==> src/rtl/dma_peripheral_port.sv <==
// Peripheral side of a demand-mode DMA channel: 8-deep byte FIFO between a
// device and a DMA controller. Transfers are paced by DREQ/DACK and the IOR/IOW strobes.
module dma_peripheral_port (
    input  logic       clk,
    input  logic       reset,
    input  logic       enable,
    input  logic       dir,
    output logic       DREQ,
    input  logic       DACK,
    input  logic       IOR,
    input  logic       IOW,
    input  logic       EOP,
    input  logic [7:0] DMA_data_bus_in,
    output logic [7:0] DMA_data_bus_out,
    input  logic       dev_wr_en,
    input  logic [7:0] dev_wr_data,
    input  logic       dev_rd_en,
    output logic [7:0] dev_rd_data,
    output logic [3:0] fifo_count,
    output logic       dev_full,
    output logic       dev_empty,
    output logic       done,
    output logic       overflow,
    output logic       underrun
);

    localparam logic [1:0] IDLE  = 2'd0;
    localparam logic [1:0] ARMED = 2'd1;
    localparam logic [1:0] XFER  = 2'd2;
    localparam logic [1:0] DONE  = 2'd3;

    logic [1:0] state_q, state_d;
    logic       dir_q, dir_d;
    logic [7:0] mem_q [8];
    logic [2:0] wptr_q, wptr_d, rptr_q, rptr_d;
    logic [3:0] count_q, count_d;
    logic [7:0] head_q, head_d;
    logic       dreq_q, dreq_d;
    logic       ior_q, iow_q;
    logic       done_q, ovf_q, unr_q;

    logic       empty, full, xfer_act, ior_edge, iow_edge;
    logic       dma_pop_req, dma_push_req, pop_req, push_req, do_pop, do_push;
    logic [7:0] wdata;

    assign empty    = (count_q == 4'd0);
    assign full     = (count_q == 4'd8);
    assign ior_edge = IOR & ~ior_q;
    assign iow_edge = IOW & ~iow_q;
    assign xfer_act = (state_q == XFER) && DACK;

    // DMA side only moves data on a strobe edge while acknowledged in XFER
    assign dma_pop_req  = xfer_act && !dir_q && ior_edge;
    assign dma_push_req = xfer_act &&  dir_q && iow_edge;
    assign pop_req      = dma_pop_req  | dev_rd_en;
    assign push_req     = dma_push_req | dev_wr_en;
    assign wdata        = dma_push_req ? DMA_data_bus_in : dev_wr_data;

    // A pop frees a slot, so a full FIFO still accepts a same-cycle push
    assign do_pop  = pop_req && !empty;
    assign do_push = push_req && (!full || do_pop);

    always_comb begin
        state_d = state_q;
        dir_d   = dir_q;
        if (!enable) begin
            state_d = IDLE;
        end else begin
            case (state_q)
                IDLE: begin
                    state_d = ARMED;
                    dir_d   = dir;
                end
                ARMED, XFER: begin
                    if (DACK && EOP) state_d = DONE;
                    else if (DACK)   state_d = XFER;
                    else             state_d = ARMED;
                end
                default: state_d = DONE;
            endcase
        end
    end

    always_comb begin
        wptr_d  = do_push ? wptr_q + 3'd1 : wptr_q;
        rptr_d  = do_pop  ? rptr_q + 3'd1 : rptr_q;
        count_d = count_q + {3'b000, do_push} - {3'b000, do_pop};
        // Head register reads 0 when empty; bypass the write when it lands at the head
        if (count_d == 4'd0)                  head_d = 8'h00;
        else if (do_push && wptr_q == rptr_d) head_d = wdata;
        else                                  head_d = mem_q[rptr_d];
        dreq_d = ((state_q == ARMED) || (state_q == XFER)) && (dir_q ? !full : !empty);
    end

    always_ff @(posedge clk) begin
        if (do_push) mem_q[wptr_q] <= wdata;
    end

    always_ff @(posedge clk) begin
        if (!reset) begin
            state_q <= IDLE;
            dir_q   <= 1'b0;
            wptr_q  <= 3'd0;
            rptr_q  <= 3'd0;
            count_q <= 4'd0;
            head_q  <= 8'h00;
            dreq_q  <= 1'b0;
            ior_q   <= 1'b0;
            iow_q   <= 1'b0;
            done_q  <= 1'b0;
            ovf_q   <= 1'b0;
            unr_q   <= 1'b0;
        end else begin
            state_q <= state_d;
            dir_q   <= dir_d;
            wptr_q  <= wptr_d;
            rptr_q  <= rptr_d;
            count_q <= count_d;
            head_q  <= head_d;
            dreq_q  <= dreq_d;
            ior_q   <= IOR;
            iow_q   <= IOW;
            done_q  <= (state_d == DONE);
            if (push_req && full && !do_pop) ovf_q <= 1'b1;
            if (dma_pop_req && empty)        unr_q <= 1'b1;
        end
    end

    assign DMA_data_bus_out = (DACK && IOR && !empty) ? mem_q[rptr_q] : 8'h00;
    assign DREQ        = dreq_q;
    assign dev_rd_data = head_q;
    assign fifo_count  = count_q;
    assign dev_full    = full;
    assign dev_empty   = empty;
    assign done        = done_q;
    assign overflow    = ovf_q;
    assign underrun    = unr_q;

endmodule

==> config.mk <==
export PLATFORM = sky130hd
export DESIGN_NAME = dma_peripheral_port
export DESIGN_NICKNAME = d
export VERILOG_FILES = /design/src/rtl/dma_peripheral_port.sv
export SDC_FILE = /design/constraint.sdc
export NUM_CORES = 1
export LEC_CHECK = 0
export ABC_AREA = 1
export CORE_MARGIN = 2
export CORE_UTILIZATION = 25
export DETAILED_ROUTE_END_ITERATION = 12
export HOLD_SLACK_MARGIN = 0.12
export MAX_ROUTING_LAYER = met4
export SETUP_SLACK_MARGIN = 0.02
export SLEW_MARGIN = 15
export SYNTH_ARGS = -nofsm -noshare
export SYNTH_HDL_FRONTEND = slang
export SYNTH_SLANG_ARGS = --single-unit
==> constraint.sdc <==
create_clock -name clk -period 2.8 [get_ports clk]
set_input_delay 0.42 -clock clk [delete_from_list [all_inputs] [get_ports clk]]
set_output_delay 0.42 -clock clk [all_outputs]
set_load 0.005 [all_outputs]
==> results of run 1 <==
-- sequential cells by signal, indices dropped and copies added (netlist names) --
| register | count |
|---|---|
| mem_q | 64 |
| dev_rd_data | 8 |
| fifo_count | 4 |
| rptr_q | 3 |
| wptr_q | 3 |
| state_q | 2 |
| DREQ | 1 |
| dir_q | 1 |
| done | 1 |
| ior_q | 1 |
| iow_q | 1 |
| overflow | 1 |
| underrun | 1 |
-- placed cells by master (no fill, tap or decap), drive strengths merged --
master	synthesis	routed
dfxtp	27	27
nor3	3	3
clkdlybuf4s50	0	47
o211ai	1	1
nand4	8	8
a31oi	10	10
ha	10	10
inv	58	62
dlymetal6s2s	0	2
buf	10	44
xnor2	2	2
nor2	106	106
nand2	120	120
o21ai	61	61
a2111oi	1	1
fa	1	1
a21oi	14	14
nand3	53	53
dlygate4sd2	0	2
edfxtp	64	64
nor4	1	1
xor2	1	1
clkbuf	12	9
nand3b	1	1
clkinvlp	0	1
clkinv	2	4
-- worst max-delay path, cell delays in order, from the launching register on --
cell             delay, ns
dfxtp_2               0.34
inv_1                 0.07
ha_2                  0.20
nand3_4               0.07
inv_2                 0.05
nor2_1                0.08
buf_4                 0.16
o21ai_0               0.09
a31oi_1               0.17
buf_4                 0.14
clkdlybuf4s50_1       0.49
-- cells by family (layout without fill, tap and decap cells) --
group / after synthesis / count (layout) / share of synthesized area, %
adders and majority gates: 11 / 11 / 3.033
AOI/OAI and AO/OA: 87 / 87 / 9.726
DFF: 91 / 91 / 51.45
xor gates and xnor gates: 3 / 3 / 0.5491
and+or+nand+nor: 292 / 292 / 28.00
buffers and inverters: 82 / 171 / 7.241
-- through the flow --
step | cell area [sq um] | setup WS (ns)
floorplan | 4786 | 0.2407
CTS | 6106 | 0.03748
global placement | 5799 | -0.3479
finish | 6180 | 0.1598
global route | 6180 | 0.01058
detailed placement | 5799 | -0.4286
-- path summary, 6_finish.rpt --
kind                              end  slack [ns]  depth (start not counted)
setup reg to reg       dev_rd_data[3]        0.22                         18
setup / recovery  DMA_data_bus_out[5]        0.16                         10
hold / removal               underrun        0.49                          2
hold reg to reg              underrun        0.49                          2
-- layer usage --
metal  vias up  part of all wire (%)
met4         0                  0.98
met5         -                     0
met1      1788                    47
met3         9                   5.0
li1       2045                     -
met2       106                    47
-- final cells by class --
cell class / count / area, sq um / share of cell area (%)
flip-flops and latches: 91 / 2466 / 39.91
well taps: 234 / 292.8 / 4.738
multi-input cells: 393 / 2041 / 33.02
repair buffers: 95 / 855.8 / 13.85
clock inverters: 7 / 70.07 / 1.134
clock buffers: 9 / 225.2 / 3.644
inverters: 60 / 229.0 / 3.705
-- timing repair --
action	4_1_cts	5_1_grt
setup endpoints to repair	16	14
resized for setup	5	17
hold endpoints to repair	0	0
hold buffers	0	0
buffers inserted	0	2
pin swaps	1	5
-- power by group --
part | switching, mW | leakage, nW | internal (mW)
clock network | 0.545 | 0.142 | 0.626
logic | 1.92 | 1.61 | 1.22
registers | 0.0839 | 0.805 | 1.62
total | 2.55 | 2.56 | 3.46
==> reports/summary.txt, run 1 <==
status = completed
Via Count = 3948
actual slew at the worst max-slew pin = 0.5247 ns
CTS root buffer = clkbuf_16
VDD IR-drop max = 0.0003958 V
H-tree levels = 3
Critical Path RT = 2.38 ns
Syn Inst Count = 566
IO Port Bufs = 51
leading area contributor after synthesis = edfxtp_1
post-synth net total = 603
DP HPWL = 9.037 mm
Post-synth EDFFs = 64
dominant cells by area after synthesis = edfxtp_1 40%, dfxtp_1 11%, nand2_1 8.5%
GRT met3 Usage = 1.851%
total power = 6.011 mW
Ports = 52
share of cells above drive strength 1 = 14.96%
endpoints failing hold = 0
Non-Filler Instances = 889
RSZ-0062 raised after global routing = yes
Netlist cell types = 39
Area Growth Syn to Fin = 29.12%
drt total wl = 12.48 mm
global-route wire length before repair = 19.95 mm
gr ovfl total = 0
CP arrival = 2.22 ns
RR Startpoint = state_q[0]
Final ANT Viol Nets = 0
Cells after DPL = 871
RD Place Congestion = 0.8460
GR Util met2 = 21.43%
Synth top cells by count = 109 x nand2_1, 101 x nor2_1, 64 x edfxtp_1
met1 Usage GRT = 17.26%
Min-Delay Path Class = flip-flop to flip-flop
gr busiest metal = met2
vias in the first global route = 3711
fin nets = 687
synthesized area = 4786 sq um
part of the cycle the worst path needs = 94.29%
CP max FO = 8
clock-pin transition on the worst setup and hold timing paths = 0.06 ns
die footprint = 20270 sq um
WS Path Type = flip-flop to primary output
Hold Startpoint = underrun
hold_ws = 0.4927 ns
Post-route DRC = 0
Leak = 2.556 nW
Critical Path Sink Type = primary output
First-pass DRT Iterations = 7
Finished Core Util = 32.93%
setup tns final = 0 ns
WL per Instance = 14.03 um
fill cell count = 1959
register area share after synthesis = 51.45%
Period minus WS final = 2.640 ns
YS warnings = 0
Layout Skew = 0.007343 ns
ANT cells = 0
Synth async-reset ratio = 0%
count leader, synth = nand2_1
chip width = 142.4 um
DR vias/cell = 4.441
relative slew slack = 64.12%
CTS tree = built
Mean Syn Cell Area = 8.456 sq um
clock buffer depth = 2
Critical Path Start = fifo_count[2]
CORE AREA = 18770 sq um
Synth top area share = 40.16%
max cap viols = 0
startpoint type of the worst setup path = flip-flop
DR iter-0 viols = 269
Initial Utilization = 25.50%
power per cell area = 972.7 nW/um^2
Synth Flop Type = edfxtp_1
Site Rows = 50
worst skew pair latency = 0.35 ns
#FFs+latches synth = 91
initial antenna violation count = 0
clk sink count = 91
fmax = 0.3788 GHz
CTS Buf Count = 9
Chip Height = 142.4 um
gr usage total = 13.21%
Final setup viols = 0
largest net degree at the start of global routing = 33
max-slew violations = 0
Power figures use the tool's default switching activity.
==> run 2: changes to the inputs <==
--- a/config.mk
+++ b/config.mk
@@ -9,6 +9,7 @@
 export CORE_MARGIN = 2
 export CORE_UTILIZATION = 25
 export DETAILED_ROUTE_END_ITERATION = 12
+export GPL_TIMING_DRIVEN = 0
 export HOLD_SLACK_MARGIN = 0.12
 export MAX_ROUTING_LAYER = met4
 export SETUP_SLACK_MARGIN = 0.02
==> run 2 against run 1 <==
Wire length is 9.0% higher; total power is 2.2% higher; via count is 4.3% higher; critical path depth is 2 lower; critical endpoint is now DMA_data_bus_out[1]; design area is 1.2% lower; critical path type unchanged; sequential cell count stayed put; global-route usage is 0.96 points higher; worst hold slack worse by 0.15 ns.
==> reports/summary.txt, run 2 (synthesized netlist as in run 1, its figures left out) <==
status = completed (unchanged)
RD Place Congestion = 0.8695 (was 0.8460)
max cap viols = 0 (unchanged)
Critical Path Start = rptr_q[0] (was fifo_count[2])
Period minus WS final = 2.652 ns (was 2.640 ns)
share of cells above drive strength 1 = 13.98% (was 14.96%)
drt total wl = 13.60 mm (was 12.48 mm)
VDD IR-drop max = 0.0004054 V (was 0.0003958 V)
initial antenna violation count = 0 (unchanged)
CORE AREA = 18770 sq um (unchanged)
vias in the first global route = 3918 (was 3711)
Non-Filler Instances = 878 (was 889)
DR vias/cell = 4.688 (was 4.441)
worst skew pair latency = 0.35 ns (about the same)
endpoints failing hold = 0 (unchanged)
CTS root buffer = clkbuf_16 (unchanged)
Hold Startpoint = IOR (was underrun)
Final ANT Viol Nets = 0 (unchanged)
RSZ-0062 raised after global routing = yes (unchanged)
max reg flops = 64 (unchanged)
design area = 6107 sq um (was 6180 sq um)
critical path cell sequence = clkbuf_4 -> inv_6 -> buf_4 -> o21ai_0 -> o21ai_1 -> o21ai_0 -> a31oi_1 -> clkdlybuf4s50_1 (was inv_1 -> ha_2 -> nand3_4 -> inv_2 -> nor2_1 -> buf_4 -> o21ai_0 -> a31oi_1 -> buf_4 -> clkdlybuf4s50_1)
CP arrival = 2.23 ns (was 2.22 ns)
Multi-input gate area = 2056 sq um (was 2041 sq um)
WS Path Type = flip-flop to primary output (unchanged)
most frequent CP cell = o21ai_0 (was buf_4)
Worst path top cell family by delay = buffers and inverters (unchanged)
Cells after DPL = 850 (was 871)
ANT cells = 0 (unchanged)
clock buffer depth = 2 (unchanged)
DP HPWL = 9.362 mm (was 9.037 mm)
Critical Path RT = 2.38 ns (about the same)
H-tree levels = 3 (unchanged)
Leak = 2.548 nW (was 2.556 nW)
most frequent cells in the layout = 109 x nand2_1, 97 x nor2_1, 64 x edfxtp_1 (was 109 x nand2_1, 100 x nor2_1, 64 x edfxtp_1)
CP max stage delay = 0.54 ns (was 0.49 ns)
clk sink count = 91 (unchanged)
Biggest register = mem_q (unchanged)
Chip Height = 142.4 um (unchanged)
largest net degree at the start of global routing = 16 (was 33)
startpoint type of the worst setup path = flip-flop (unchanged)
fin nets = 676 (was 687)
WL per Instance = 15.49 um (was 14.03 um)
Ports = 52 (unchanged)
die footprint = 20270 sq um (unchanged)
CP max FO = 10 (was 8)
chip width = 142.4 um (unchanged)
gr ovfl total = 0 (unchanged)
CP max stage cell = clkdlybuf4s50_1 (unchanged)
CTS Buf Count = 9 (unchanged)
Finished Core Util = 32.54% (was 32.93%)
Critical Path Sink Type = primary output (unchanged)
Final setup viols = 0 (unchanged)
RR Startpoint = state_q[0] (unchanged)
IO Port Bufs = 50 (was 51)
actual slew at the worst max-slew pin = 0.9213 ns (was 0.5247 ns)
# hold bufs at CTS = 0 (unchanged)
fill cell count = 1967 (was 1959)
fmax = 0.3771 GHz (was 0.3788 GHz)
Initial Utilization = 25.50% (unchanged)
Layout Skew = 0.009773 ns (was 0.007343 ns)
part of the cycle the worst path needs = 94.71% (was 94.29%)
setup tns final = 0 ns (unchanged)
Area after DPL = 5579 sq um (was 5799 sq um)
First-pass DRT Iterations = 5 (was 7)
Via Count = 4116 (was 3948)
Crit path buffers/inverters = 4 (was 5)
storage element area = 2467 sq um (was 2466 sq um)
global-route wire length before repair = 21.29 mm (was 19.95 mm)
clock-pin transition on the worst setup and hold timing paths = 0.06 ns (about the same)
total power = 6.142 mW (was 6.011 mW)
Min-Delay Path Class = primary input to flip-flop (was flip-flop to flip-flop)
DR iter-0 viols = 457 (was 269)
max-slew violations = 0 (unchanged)
gr usage total = 14.18% (was 13.21%)
Area Growth Syn to Fin = 27.61% (was 29.12%)
power per cell area = 1006 nW/um^2 (was 972.7 nW/um^2)
CTS tree = built (unchanged)
commonest non-fill, non-tap cell in the layout = nand2_1 (unchanged)
Site Rows = 50 (unchanged)
relative slew slack = 38.35% (was 64.12%)
Post-route DRC = 0 (unchanged)
-- run 2: cell count changes in the layout (fill, tap and decap cells not counted), moves of 3 or more --
cell | before | now
clkbuf_1 | 0 | 5
buf_6 | 0 | 4
o21ai_0 | 58 | 53
nor2_1 | 100 | 97
buf_2 | 0 | 4
clkdlybuf4s50_1 | 47 | 41
dlymetal6s2s_1 | 2 | 5
o21ai_1 | 2 | 7
clkbuf_4 | 0 | 3
buf_4 | 43 | 16
-- run 2: routing by layer --
metal | track usage [%] | up-vias | wire [um]
li1 | - | 2027 | -
met1 | 19.19 | 1889 | 6127
met2 | 21.51 | 176 | 6050
met3 | 1.817 | 24 | 1089
met4 | 5.836 | 0 | 334
met5 | - | - | 0
-- run 2: cell type report --
cell class	instances	area share, %
clock buffers	11	3.975
multi-input cells	393	33.66
flip-flops and latches	91	40.40
well taps	234	4.794
plain buffers	22	2.499
repair buffers	62	9.855
inverters	60	3.831
clock inverters	5	0.9834
-- run 2: path summary, 6_finish.rpt --
path	end	slack, ns	cells after the start
setup reg to reg	dev_rd_data[0]	0.15	17
setup / recovery	DMA_data_bus_out[1]	0.15	8
hold reg to reg	underrun	0.48	2
hold / removal	ior_q	0.34	3
-- run 2: power by group --
part           switching [mW]  internal, mW
Sequential             0.0943          1.62
Combinational            2.04          1.15
Clock                   0.517         0.720
-- run 2: repair_timing --
| action | 4_1_cts | 5_1_grt |
|---|---|---|
| pin swaps | 5 | 28 |
| gates resized for setup | 30 | 34 |
| setup endpoints to repair | 40 | 35 |
| buffers inserted | 5 | 7 |
-- run 2: stage by stage --
step / hold slack, ns / worst slack [ns]
global placement: 0.4659 / -0.7217
floorplan: 0.4605 / 0.2407
detailed placement: 0.4709 / -0.6835
global route: 0.3628 / -0.02441
CTS: 0.4651 / 0.01996
finish: 0.3391 / 0.1482
-- run 2: tightest hold or removal path: cells and delay by family --
family,cells,cell delay [ns]
and+or+nand+nor,1,0.06
buffers and inverters,2,0.18
==> run 3: changes to the inputs <==
==> constraint.sdc (replaced) <==
create_clock -name clk -period 3.1 [get_ports clk]
set_input_delay 0.465 -clock clk [delete_from_list [all_inputs] [get_ports clk]]
set_output_delay 0.465 -clock clk [all_outputs]
set_load 0.005 [all_outputs]
==> run 3 against run 2 <==
Sequential cell count unchanged; combinational power decreased by 12%; non-clock buffer count decreased by 9; die area unchanged; wire length decreased by 1.0%; first-iteration DRC count decreased by 14%; critical path depth decreased by 1; clock power decreased by 10%; sequential share of layout area increased by 0.86 points; design area decreased by 2.3%; global-route usage decreased by 0.081 points; largest power group unchanged.
==> reports/summary.txt, run 3 (synthesized netlist as in run 1, its figures left out) <==
status = completed (unchanged)
fill cell count = 1984 (was 1967)
commonest non-fill, non-tap cell in the layout = nand2_1 (unchanged)
Reg power frac = 28.3% (was 27.9%)
H-tree levels = 3 (unchanged)
combinational power share = 51.3% (was 51.9%)
part of the cycle the worst path needs = 94.37%
Hold Startpoint = underrun (was IOR)
CP max stage delay = 0.56 ns (was 0.54 ns)
chip width = 142.4 um (unchanged)
global-route wire length before repair = 21.11 mm (was 21.29 mm)
share of cells above drive strength 1 = 10.39% (was 13.98%)
startpoint type of the worst setup path = flip-flop (unchanged)
Worst Hold End = underrun (was ior_q)
initial antenna violation count = 0 (unchanged)
drt total wl = 13.46 mm (was 13.60 mm)
critical path cell sequence = buf_2 -> clkbuf_2 -> o21ai_0 -> o21ai_0 -> o21ai_0 -> a31oi_1 -> clkdlybuf4s50_1 (was clkbuf_4 -> inv_6 -> buf_4 -> o21ai_0 -> o21ai_1 -> o21ai_0 -> a31oi_1 -> clkdlybuf4s50_1)
CP max stage cell = clkdlybuf4s50_1 (unchanged)
RR Startpoint = state_q[0] (unchanged)
Initial Utilization = 25.50% (unchanged)
power per cell area = 913.3 nW/um^2 (was 1006 nW/um^2)
most frequent CP cell = o21ai_0 (unchanged)
Final ANT Viol Nets = 0 (unchanged)
Psw = 2.363 mW (was 2.653 mW)
clk sink count = 91 (unchanged)
actual slew at the worst max-slew pin = 0.9229 ns (was 0.9213 ns)
fin nets = 667 (was 676)
# hold bufs at CTS = 0 (unchanged)
DP HPWL = 9.362 mm (unchanged)
clock power share = 20.3% (was 20.1%)
CTS root buffer = clkbuf_16 (unchanged)
largest net degree at the start of global routing = 16 (unchanged)
DR iter-0 viols = 391 (was 457)
max-slew violations = 0 (unchanged)
CP arrival = 2.46 ns (was 2.23 ns)
worst reg2reg setup slack = 0.32 ns (was 0.15 ns)
CTS tree = built (unchanged)
WS Path Type = flip-flop to primary output (unchanged)
Biggest register = mem_q (unchanged)
total power = 5.450 mW (was 6.142 mW)
hold_ws = 0.4776 ns (was 0.3391 ns)
VDD IR-drop max = 0.0003578 V (was 0.0004054 V)
max reg flops = 64 (unchanged)
most frequent cells in the layout = 109 x nand2_1, 99 x nor2_1, 64 x edfxtp_1 (was 109 x nand2_1, 97 x nor2_1, 64 x edfxtp_1)
Critical Path RT = 2.63 ns (was 2.38 ns)
die footprint = 20270 sq um (unchanged)
Site Rows = 50 (unchanged)
gr ovfl total = 0 (unchanged)
RSZ-0062 raised after global routing = yes (unchanged)
Post-route DRC = 0 (unchanged)
Pint = 3.088 mW (was 3.489 mW)
clock-pin transition on the worst setup and hold timing paths = 0.06 ns (about the same)
setup tns final = 0 ns (unchanged)
Area after DPL = 5579 sq um (unchanged)
r2r endpoint = dev_rd_data[0] (unchanged)
clock buffer depth = 2 (unchanged)
max cap viols = 0 (unchanged)
Min-Delay Path Class = flip-flop to flip-flop (was primary input to flip-flop)
design area = 5968 sq um (was 6107 sq um)
CTS Buf Count = 9 (unchanged)
ANT cells = 0 (unchanged)
endpoints failing hold = 0 (unchanged)
Hold Crit Depth = 2 (was 3)
DR vias/cell = 4.654 (was 4.688)
R2R depth = 18 (was 17)
sw frac = 43.35% (was 43.20%)
Via Count = 4044 (was 4116)
WL per Instance = 15.49 um (about the same)
Period minus WS final = 2.926 ns
fmax = 0.3418 GHz
vias in the first global route = 3864 (was 3918)
Ports = 52 (unchanged)
worst skew pair latency = 0.34 ns (was 0.35 ns)
RD Place Congestion = 0.8695 (unchanged)
gr usage total = 14.10% (was 14.18%)
relative slew slack = 38.24% (was 38.35%)
Layout Skew = 0.009474 ns (was 0.009773 ns)
Critical Path Sink Type = primary output (unchanged)
First-pass DRT Iterations = 5 (unchanged)
CP max FO = 10 (unchanged)
Area Growth Syn to Fin = 24.71% (was 27.61%)
Final setup viols = 0 (unchanged)
IO Port Bufs = 50 (unchanged)
CORE AREA = 18770 sq um (unchanged)
Chip Height = 142.4 um (unchanged)
Leak = 2.412 nW (was 2.548 nW)
run 3: changes by cell type in the layout (fill, tap and decap cells not counted), sizes merged, moves of 2 or more:
cell / previous run / this run
dlygate4sd2: 4 / 0
dlymetal6s2s: 5 / 1
buf: 24 / 13
clkdlybuf4s50: 41 / 49
clkbuf: 21 / 23
run 3: final cells by class:
type / count / area [sq um] / area share (%)
inverters: 60 / 231.5 / 3.878
flip-flops and latches: 91 / 2462 / 41.26
clock inverters: 5 / 60.06 / 1.006
well taps: 234 / 292.8 / 4.906
plain buffers: 22 / 137.6 / 2.306
multi-input cells: 393 / 2016 / 33.77
repair buffers: 53 / 525.5 / 8.805
clock buffers: 11 / 242.7 / 4.067
run 3: critical path, delay by kind of cell (launching register included):
kind	cells	cell delay [ns]
flip-flops	1	0.35
AO/OA/AOI/OAI	4	0.67
buffers and inverters	3	1.11
run 3: how the worst max path moves through the flow:
stage / from / endpoint / slack, ns / depth (start not counted)
after floorplan: state_q[0] / dev_rd_data[0] / 0.54 / 19
after global placement: DACK / dev_rd_data[0] / -0.47 / 16
after detailed placement: DACK / dev_rd_data[7] / -0.43 / 16
after CTS: rptr_q[0] / DMA_data_bus_out[3] / 0.04 / 8
after global routing: fifo_count[2] / DMA_data_bus_out[3] / 0.009 / 8
final: rptr_q[0] / DMA_data_bus_out[3] / 0.17 / 7
run 3: repair_timing:
| item | in CTS | in global routing |
|---|---|---|
| pin swaps | 1 | 3 |
| buffers inserted | 0 | 3 |
| resized for setup | 10 | 19 |
| endpoints found under the setup margin | 16 | 15 |
run 3: metrics by stage:
stage / setup slack, ns / instances / util [%]
finish: 0.1744 / 869 / 31.80
CTS: 0.03884 / 866 / 31.45
global route: 0.009484 / 869 / 31.80
detailed placement: -0.4285 / 850 / 29.73
floorplan: 0.5407 / 566 / -
global placement: -0.4667 / 850 / 29.73
run 3: power groups by stage:
| stage | logic (mW) | registers, mW | clock network, mW |
|---|---|---|---|
| floorplan | 1.72 | 1.56 | 0 |
| global placement | 2.66 | 1.57 | 0 |
| detailed placement | 2.65 | 1.57 | 0 |
| CTS | 2.69 | 1.55 | 1.13 |
| global route | 3.10 | 1.56 | 1.17 |
| finish | 2.80 | 1.55 | 1.11 |
run 3: layer usage:
metal / up-vias / track usage (%) / wire, um / part of all wire (%)
li1: 2010 / - / - / -
met1: 1849 / 18.96 / 6079 / 45
met2: 163 / 21.56 / 6091 / 45
met3: 22 / 1.952 / 1031 / 7.7
met4: 0 / 5.524 / 257 / 1.9
met5: - / - / 0 / 0
